**src/rtl/jram_loader_if.sv**
```systemverilog
// jram_loader_if: stream-in and jRAM control bundle for the jRAM loader.
// The loader connects through the slave modport; the driving side uses master.
interface jram_loader_if #(
   parameter int unsigned AW = 8,
   parameter int unsigned DW = 8
);
   logic          start;
   logic [AW-1:0] base;
   logic [AW:0]   len;
   logic [DW-1:0] in_data;
   logic          in_valid;
   logic          in_ready;
   logic [AW-1:0] bas;
   logic          wsa;
   logic [DW-1:0] bis;
   logic          ws;
   logic          we;
   logic [DW-1:0] bos;
   logic          busy;
   logic          done;
   logic          err;

   modport slave (
      input  start, base, len, in_data, in_valid, bos,
      output in_ready, bas, wsa, bis, ws, we, busy, done, err
   );

   modport master (
      output start, base, len, in_data, in_valid, bos,
      input  in_ready, bas, wsa, bis, ws, we, busy, done, err
   );
endinterface

```
**src/rtl/jram_loader.sv**
```systemverilog
// jram_loader: writes a valid/ready byte stream into consecutive jRAM cells.
// Per byte: load MAR through bas/wsa, then strobe data through bis/ws.
// Optional read-back check of each cell is enabled by JRAM_LOADER_VERIFY_EN.
module jram_loader #(
   parameter int unsigned AW = 8,
   parameter int unsigned DW = 8
) (
   input logic         clk,
   input logic         reset,
   jram_loader_if.slave bus
);
   localparam int unsigned CW = AW + 1;

   typedef enum logic [2:0] {
      S_IDLE   = 3'd0,
      S_FETCH  = 3'd1,
      S_SETA   = 3'd2,
      S_WRITE  = 3'd3,
      S_VERIFY = 3'd4,
      S_FIN    = 3'd5
   } state_t;

   state_t        state_q;
   logic [AW-1:0] addr_q;
   logic [CW-1:0] cnt_q;
   logic [AW-1:0] bas_q;
   logic [DW-1:0] bis_q;
   logic          wsa_q;
   logic          ws_q;
   logic          in_ready_q;
   logic          busy_q;
   logic          done_q;
`ifdef JRAM_LOADER_VERIFY_EN
   logic          we_q;
   logic          err_q;
`endif

   // Sequencer: one state per jRAM control phase, every output registered.
   always_ff @(posedge clk or posedge reset) begin
      if (reset) begin
         state_q    <= S_IDLE;
         addr_q     <= '0;
         cnt_q      <= '0;
         bas_q      <= '0;
         bis_q      <= '0;
         wsa_q      <= 1'b0;
         ws_q       <= 1'b0;
         in_ready_q <= 1'b0;
         busy_q     <= 1'b0;
         done_q     <= 1'b0;
`ifdef JRAM_LOADER_VERIFY_EN
         we_q       <= 1'b0;
         err_q      <= 1'b0;
`endif
      end else begin
         // Strobes and done are single-cycle pulses unless re-armed below.
         wsa_q  <= 1'b0;
         ws_q   <= 1'b0;
         done_q <= 1'b0;
`ifdef JRAM_LOADER_VERIFY_EN
         we_q   <= 1'b0;
`endif
         unique case (state_q)
            S_IDLE: begin
               if (bus.start) begin
                  addr_q <= bus.base;
                  cnt_q  <= bus.len;
                  busy_q <= 1'b1;
`ifdef JRAM_LOADER_VERIFY_EN
                  err_q  <= 1'b0;
`endif
                  if (bus.len == '0) begin
                     state_q <= S_FIN;
                  end else begin
                     state_q    <= S_FETCH;
                     in_ready_q <= 1'b1;
                  end
               end
            end
            S_FETCH: begin
               if (bus.in_valid) begin
                  bis_q      <= bus.in_data;
                  bas_q      <= addr_q;
                  in_ready_q <= 1'b0;
                  wsa_q      <= 1'b1;
                  state_q    <= S_SETA;
               end
            end
            S_SETA: begin
               ws_q    <= 1'b1;
               state_q <= S_WRITE;
            end
            S_WRITE: begin
               addr_q <= addr_q + AW'(1);
               cnt_q  <= cnt_q - CW'(1);
`ifdef JRAM_LOADER_VERIFY_EN
               we_q    <= 1'b1;
               state_q <= S_VERIFY;
`else
               if (cnt_q == CW'(1)) begin
                  state_q <= S_FIN;
               end else begin
                  state_q    <= S_FETCH;
                  in_ready_q <= 1'b1;
               end
`endif
            end
`ifdef JRAM_LOADER_VERIFY_EN
            S_VERIFY: begin
               if (bus.bos != bis_q) err_q <= 1'b1;
               if (cnt_q == '0) begin
                  state_q <= S_FIN;
               end else begin
                  state_q    <= S_FETCH;
                  in_ready_q <= 1'b1;
               end
            end
`endif
            S_FIN: begin
               done_q  <= 1'b1;
               busy_q  <= 1'b0;
               state_q <= S_IDLE;
            end
            default: state_q <= S_IDLE;
         endcase
      end
   end

   assign bus.bas      = bas_q;
   assign bus.bis      = bis_q;
   assign bus.wsa      = wsa_q;
   assign bus.ws       = ws_q;
   assign bus.in_ready = in_ready_q;
   assign bus.busy     = busy_q;
   assign bus.done     = done_q;
`ifdef JRAM_LOADER_VERIFY_EN
   assign bus.we       = we_q;
   assign bus.err      = err_q;
`else
   // Without read-back the cell enable and error flag are constant and bos is ignored.
   logic unused_bos;
   assign unused_bos = ^bus.bos;
   assign bus.we     = 1'b0;
   assign bus.err    = 1'b0;
`endif
endmodule
```
**src/flat_wrapper.sv**
```systemverilog
// flat-port wrapper written by rule: the top's interface ports become plain ports
module jram_loader_flat 
#(
   parameter int unsigned AW = 8,
   parameter int unsigned DW = 8
)
  (clk, reset, bus_start, bus_base, bus_len, bus_in_data, bus_in_valid, bus_bos, bus_in_ready, bus_bas, bus_wsa, bus_bis, bus_ws, bus_we, bus_busy, bus_done, bus_err);
  jram_loader_if #(.AW(AW), .DW(DW)) bus_i ();
  input logic clk;
  input logic reset;
  input wire logic [$bits(bus_i.start)-1:0] bus_start;
  input wire logic [$bits(bus_i.base)-1:0] bus_base;
  input wire logic [$bits(bus_i.len)-1:0] bus_len;
  input wire logic [$bits(bus_i.in_data)-1:0] bus_in_data;
  input wire logic [$bits(bus_i.in_valid)-1:0] bus_in_valid;
  input wire logic [$bits(bus_i.bos)-1:0] bus_bos;
  output wire logic [$bits(bus_i.in_ready)-1:0] bus_in_ready;
  output wire logic [$bits(bus_i.bas)-1:0] bus_bas;
  output wire logic [$bits(bus_i.wsa)-1:0] bus_wsa;
  output wire logic [$bits(bus_i.bis)-1:0] bus_bis;
  output wire logic [$bits(bus_i.ws)-1:0] bus_ws;
  output wire logic [$bits(bus_i.we)-1:0] bus_we;
  output wire logic [$bits(bus_i.busy)-1:0] bus_busy;
  output wire logic [$bits(bus_i.done)-1:0] bus_done;
  output wire logic [$bits(bus_i.err)-1:0] bus_err;
  assign bus_i.start = bus_start;
  assign bus_i.base = bus_base;
  assign bus_i.len = bus_len;
  assign bus_i.in_data = bus_in_data;
  assign bus_i.in_valid = bus_in_valid;
  assign bus_i.bos = bus_bos;
  assign bus_in_ready = bus_i.in_ready;
  assign bus_bas = bus_i.bas;
  assign bus_wsa = bus_i.wsa;
  assign bus_bis = bus_i.bis;
  assign bus_ws = bus_i.ws;
  assign bus_we = bus_i.we;
  assign bus_busy = bus_i.busy;
  assign bus_done = bus_i.done;
  assign bus_err = bus_i.err;
  jram_loader #(.AW(AW), .DW(DW)) u_core (.clk(clk), .reset(reset), .bus(bus_i));
endmodule
```
**config.mk**
```make
export PLATFORM = sky130hd
export DESIGN_NAME = jram_loader_flat
export DESIGN_NICKNAME = d
export VERILOG_FILES = /design/src/rtl/jram_loader_if.sv /design/src/rtl/jram_loader.sv /design/src/flat_wrapper.sv
export SDC_FILE = /design/constraint.sdc
export NUM_CORES = 1
export LEC_CHECK = 0
export ABC_CLOCK_PERIOD_IN_PS = 1860
export CAP_MARGIN = 20
export CORE_ASPECT_RATIO = 0.8
export CORE_MARGIN = 5
export CORE_UTILIZATION = 44
export CTS_BUF_LIST = sky130_fd_sc_hd__clkbuf_8 sky130_fd_sc_hd__clkbuf_16
export CTS_CLUSTER_DIAMETER = 40
export DETAILED_ROUTE_END_ITERATION = 8
export PLACE_DENSITY_LB_ADDON = 0.3
export SLEW_MARGIN = 40
export SYNTH_ARGS = -nofsm -noshare
export SYNTH_HDL_FRONTEND = slang
export SYNTH_SLANG_ARGS = --single-unit
export TNS_END_PERCENT = 20
```
**constraint.sdc**
```tcl
create_clock -name clk -period 1.86 [get_ports clk]
set_clock_uncertainty 0.05 [all_clocks]
set_input_delay 0.372 -clock clk [delete_from_list [all_inputs] [get_ports clk]]
set_output_delay 0.372 -clock clk [all_outputs]
set_load 0.02 [all_outputs]
```
-- Word-level counts from Yosys, hierarchy flattened
Index checks and enable logic that the tools add are counted.
- input bits: 37
- output and inout port bits: 23
- logic and storage cells: 51
- flip-flop bits (word level): 41
- add/sub/neg operators: 2
- multiplexer cells: 20
- eq/ne operators: 9
- reduce and logical (&&, ||, !) cells: 10
- operators by type and width (operator ; number):
    9-bit one-hot mux with 2 select lines ; 1
    8-bit one-hot mux with 2 select lines ; 1
    3-bit 2-to-1 mux ; 4
    3-bit one-hot mux with 4 select lines ; 1
    9-bit by 1-bit == test with 1-bit output, second input constant ; 1
    9-bit zero test ; 1
    1-bit 2-to-1 mux ; 9
    9-bit 2-to-1 mux ; 1
    9-bit by 1-bit subtractor with 9-bit output, second input constant ; 1
    8-bit by 1-bit adder with 8-bit output, second input constant ; 1
    8-bit 2-to-1 mux ; 1
    2-bit inequality test, second input constant ; 4
    2-bit AND reduction ; 4
    3-bit by 2-bit == test with 1-bit output, second input constant ; 2
    5-bit AND reduction ; 1
    2-bit nonzero test ; 2
    3-bit by 1-bit == test with 1-bit output, second input constant ; 1
    3-bit == test, second input constant ; 1
    3-bit zero test ; 1
    1-bit one-hot mux with 3 select lines ; 1
    3-bit nonzero test ; 1
    1-bit one-hot mux with 2 select lines ; 1

-- Depth between registers and ports, before layout
- depth after elaboration: 4
- mapped depth: 6

-- Worst setup path before layout
OpenSTA, ideal clock, no wires.
- kind: register to register
- start point: register u_core.cnt_q[0]
- end point: register u_core.cnt_q[6]
- path buffers: 0
- stages on the path, launching flop included: 7
- clock period less this slack: 1717 ps
- arrival time: 1567 ps
- setup slack: 143 ps
- setup time: 99 ps
- data required time: 1711 ps
- cells stage by stage: dfrtp_1 inv_1 ha_1 or3b_2 nor2_1 a211oi_1 a311oi_1
- word-level cells in the longest chain between the ends: 2
- ends and longest elaborated chain (what ; line ; source):
    start, declared ; jram_loader.sv:25 ; logic [CW-1:0] cnt_q;
    start signal, assigned ; jram_loader.sv:67 ; cnt_q <= bus.len;
    start signal, assigned ; jram_loader.sv:95 ; cnt_q <= cnt_q - CW'(1);
    9-bit by 1-bit subtractor with 9-bit output ; jram_loader.sv:95 ;
    9-bit one-hot mux with 2 select lines ; jram_loader.sv:63 ; unique case (state_q)
Every way passes these cells.
A chain may end at the register's enable or synchronous reset.

-- Worst setup path in the final report
Same ends and word-level chain as after synthesis.

==> run_results.csv <==
group,metric,value,unit
status,status,"complete, no violations",
timing,fmaxAchievable,556,MHz
cts,htreeDepth,2,
route,wirelength,4720,µm
synth,avgSynthCellArea,11.0,µm²
layout,antenna_cells,0,
route,drt_iter0_drc,112,
placement,place_area,2640,µm²
timing,final.min_clock_period,1.80,ns
global_routing,use_met2,24.6,%
placement,dpl.hpwl,3600,µm
layout,n_fill_cell,342,
synth,ys_seq_area_share,51.7,%
worst_setup_path,slowest_delay,0.50,ns
synth,synth_edf_count,0,
layout,drive_gt1_share,19.9,%
synth,synthAdderAreaFrac,1.89,%
power_and_ir_drop,finalPower,4.25,mW
cts,cts_resized,0,
route,ant_nets,0,
worst_setup_path,cp_num_buf_inv,1,
synth,synth_cell_types,45,
worst_setup_path,path_max_fanout,5,
power_and_ir_drop,p_per_area,1560,nW/µm²
flow_run,drv_cap,0,
worst_setup_path,critPathTopFamily,"simple AND/OR/NAND/NOR gates",
die,initial_core_util,46.4,%
global_routing,top_usage_layer,"met2",
timing,tns,0,ns
global_routing,use_met3,4.58,%
global_routing,grt_max_degree,25,
die,rows,21,
worst_setup_path,start_kind,"register",
placement,place.gp.congestion,0.837,
power_and_ir_drop,p_leak,1.14,nW
global_routing,grt_pass1_vias,1600,
worst_setup_path,r2r_start,"u_core.cnt_q[0]",
global_routing,grt_pass1_wl,7960,µm
worst_setup_path,critPathArrivalTime,1.94,ns
worst_setup_path,reg2reg_depth,6,
hold_path,hp-class,"in -> async",
cts,cts_tree,"built",
worst_setup_path,path_class,"reg -> reg",
cts,cts_made_buffers,5,
global_routing,overflow,0,
cts,clock-sinks,41,
die,die_area,5960,µm²
synth,async_flop_share,100,%
layout,area_growth,37.3,%
route,dr_total_vias,1646,
power_and_ir_drop,ir_drop,0.756,mV
cts,cts_hold_repair.buffers,0,
synth,synth_compound_area_share,12.8,%
route,viasPerCell,5.43,
worst_setup_path,cp.depth,6,
synth,synthFlopType,"dfrtp_1",
cts,clk_path_buf_depth,2,
global_routing,antenna_found_initial,0,
timing,slew_viol_final,0,
worst_setup_path,cp-end-kind,"register",
timing,setup_viol_count_final,0,
layout,nets,285,
cts,clk_root_buffer_cell,"clkbuf_8",
worst_setup_path,required,2.00,ns
layout,fin_area,2730,µm²
worst_setup_path,crit_path_cell_trace,"inv_1, ha_1, or3b_2, nor2_1, a211oi_1, a311oi_1",
placement,dp_worst_setup_slack,-0.141,ns
timing,period_share,96.7,%
timing,rsz0062_at_grt,"false",
placement,dpl.cell_count,295,
die,core_area,4280,µm²
global_routing,grt.total_usage,16.5,%
die,die_y,70.1,µm
global_routing,met1_usage,24.0,%
synth,ys_warn_count,0,
worst_setup_path,rr_endpoint,"u_core.cnt_q[6]",
placement,io_buffers,49,
synth,synthCells,180,
cts,path_clk_slew,0.08,ns
layout,finalNonFillerCells,303,
synth,synth_simple_gate_area_share,19.8,%
synth,syn_area,1990,µm²
worst_setup_path,worstSetupEndpoint,"u_core.cnt_q[6]",
route,first_pass_iters,4,
cts,clock_latency,0.29,ns
die,ios,60,
route,drc,0,
layout,multi_input_area,862,µm²
synth,ys_ff_latch,41,
worst_setup_path,ff2ff_setup_slack,0.06,ns
synth,synth_xor_area_share,0,%
route,wl_per_cell,15.6,µm
timing,setup_ws,0.0620,ns
synth,synth.area.mux_share,8.51,%
layout,seqCellArea,1030,µm²
die,die_x,85.1,µm
synth,synth_top_family_by_area,"simple AND/OR/NAND/NOR gates",
worst_setup_path,cp_slowest_cell,"or3b_2",
timing,hold_violations,0,
cts,cts_setup_buffers,0,
worst_setup_path,critPathLaunch,"u_core.cnt_q[0]",
[registers in the layout, indices dropped and copies added, names as in the netlist]
name	cells
u_core.bus.busy	1
u_core.addr_q	8
u_core.bus.ws	1
u_core.bus.done	1
u_core.bus.bas	8
u_core.bus.in_ready	1
u_core.state_q	3
u_core.bus.bis	8
u_core.cnt_q	9
u_core.bus.wsa	1
[Yosys cell counts, types with 4 or more instances]
master | n | area, µm²
a211oi_1 | 7 | 52.6
nor2_1 | 19 | 71.3
nor3_1 | 9 | 45.0
mux2_2 | 15 | 169
a21oi_1 | 6 | 30.0
buf_4 | 4 | 30.0
a311oi_1 | 4 | 35.0
inv_1 | 7 | 26.3
o21ai_0 | 6 | 30.0
nand2_1 | 7 | 26.3
nand3_1 | 5 | 25.0
dfrtp_1 | 41 | 1030
[placed cells by master, fill, tap and decap left out, types with 2 or more instances in the layout]
cell type        instances
nor4_1                   2
nor3b_1                  2
and3b_1                  2
buf_12                   2
a31oi_1                  2
nand4_1                  3
clkbuf_8                 5
clkdlybuf4s50_1         49
inv_1                    8
nand3_1                  5
ha_1                     3
a211oi_1                 7
nand2b_1                 2
nor3_1                   9
o21ai_0                  6
a311oi_1                 4
mux2_2                  15
nand2_1                  7
o211ai_1                 3
buf_4                   17
conb_1                   2
dfrtp_1                 41
clkinv_2                 2
a21oi_1                  6
and3_1                   3
nor2_1                  19
[worst min-delay path by stage]
stage,cells after the start,start,slack [ns],to
after floorplan,1,u_core.addr_q[6],0.43,u_core.addr_q[6]
after global placement,1,u_core.bus.bis[4],0.44,u_core.bus.bis[4]
after detailed placement,1,u_core.bus.in_ready,0.44,u_core.bus.in_ready
after CTS,3,reset,0.37,u_core.bus.bas[7]
after global routing,3,reset,0.41,u_core.bus.bis[2]
final,3,reset,0.36,u_core.bus.bas[7]
[cell type report]
class | instances | share of cell area (%)
clock inverters | 3 | 0.505
well taps | 57 | 2.62
clock buffers | 5 | 2.52
inverters | 7 | 0.964
multi-input cells | 122 | 31.6
repair buffers | 68 | 24.1
flip-flops and latches | 41 | 37.6
[routing by layer]
layer / routed length [µm] / up-vias
met3: 320 / 4
met1: 2100 / 791
met2: 2260 / 60
met5: 0 / -
li1: - / 791
met4: 38 / 0
[power by group]
part	leakage [nW]	internal, mW	switching (mW)	total, mW
registers	0.472	1.29	0.361	1.65
clock network	0.0491	0.255	0.298	0.553
logic	0.614	1.06	0.987	2.05
[metrics by stage]
stage | hold slack (ns) | util, %
floorplan | 0.427 | -
global placement | 0.439 | 61.7
detailed placement | 0.440 | 61.7
CTS | 0.374 | 63.7
global route | 0.412 | 63.7
finish | 0.364 | 63.7
[cells by family (layout without fill, tap and decap cells)]
| family | count (synthesis) | in the layout |
|---|---|---|
| DFF | 41 | 41 |
| and+or+nand+nor | 66 | 66 |
| AOI/OAI and AO/OA | 36 | 36 |
| other | 1 | 2 |
| adders and majority gates | 3 | 3 |
| muxes | 15 | 15 |
| buffers and inverters | 18 | 83 |
[worst min-delay path: stages]
cell and delay [ns]:
clkdlybuf4s50_1 0.40, inv_1 0.07, buf_4 0.24
(Power assumes the default switching activity.)
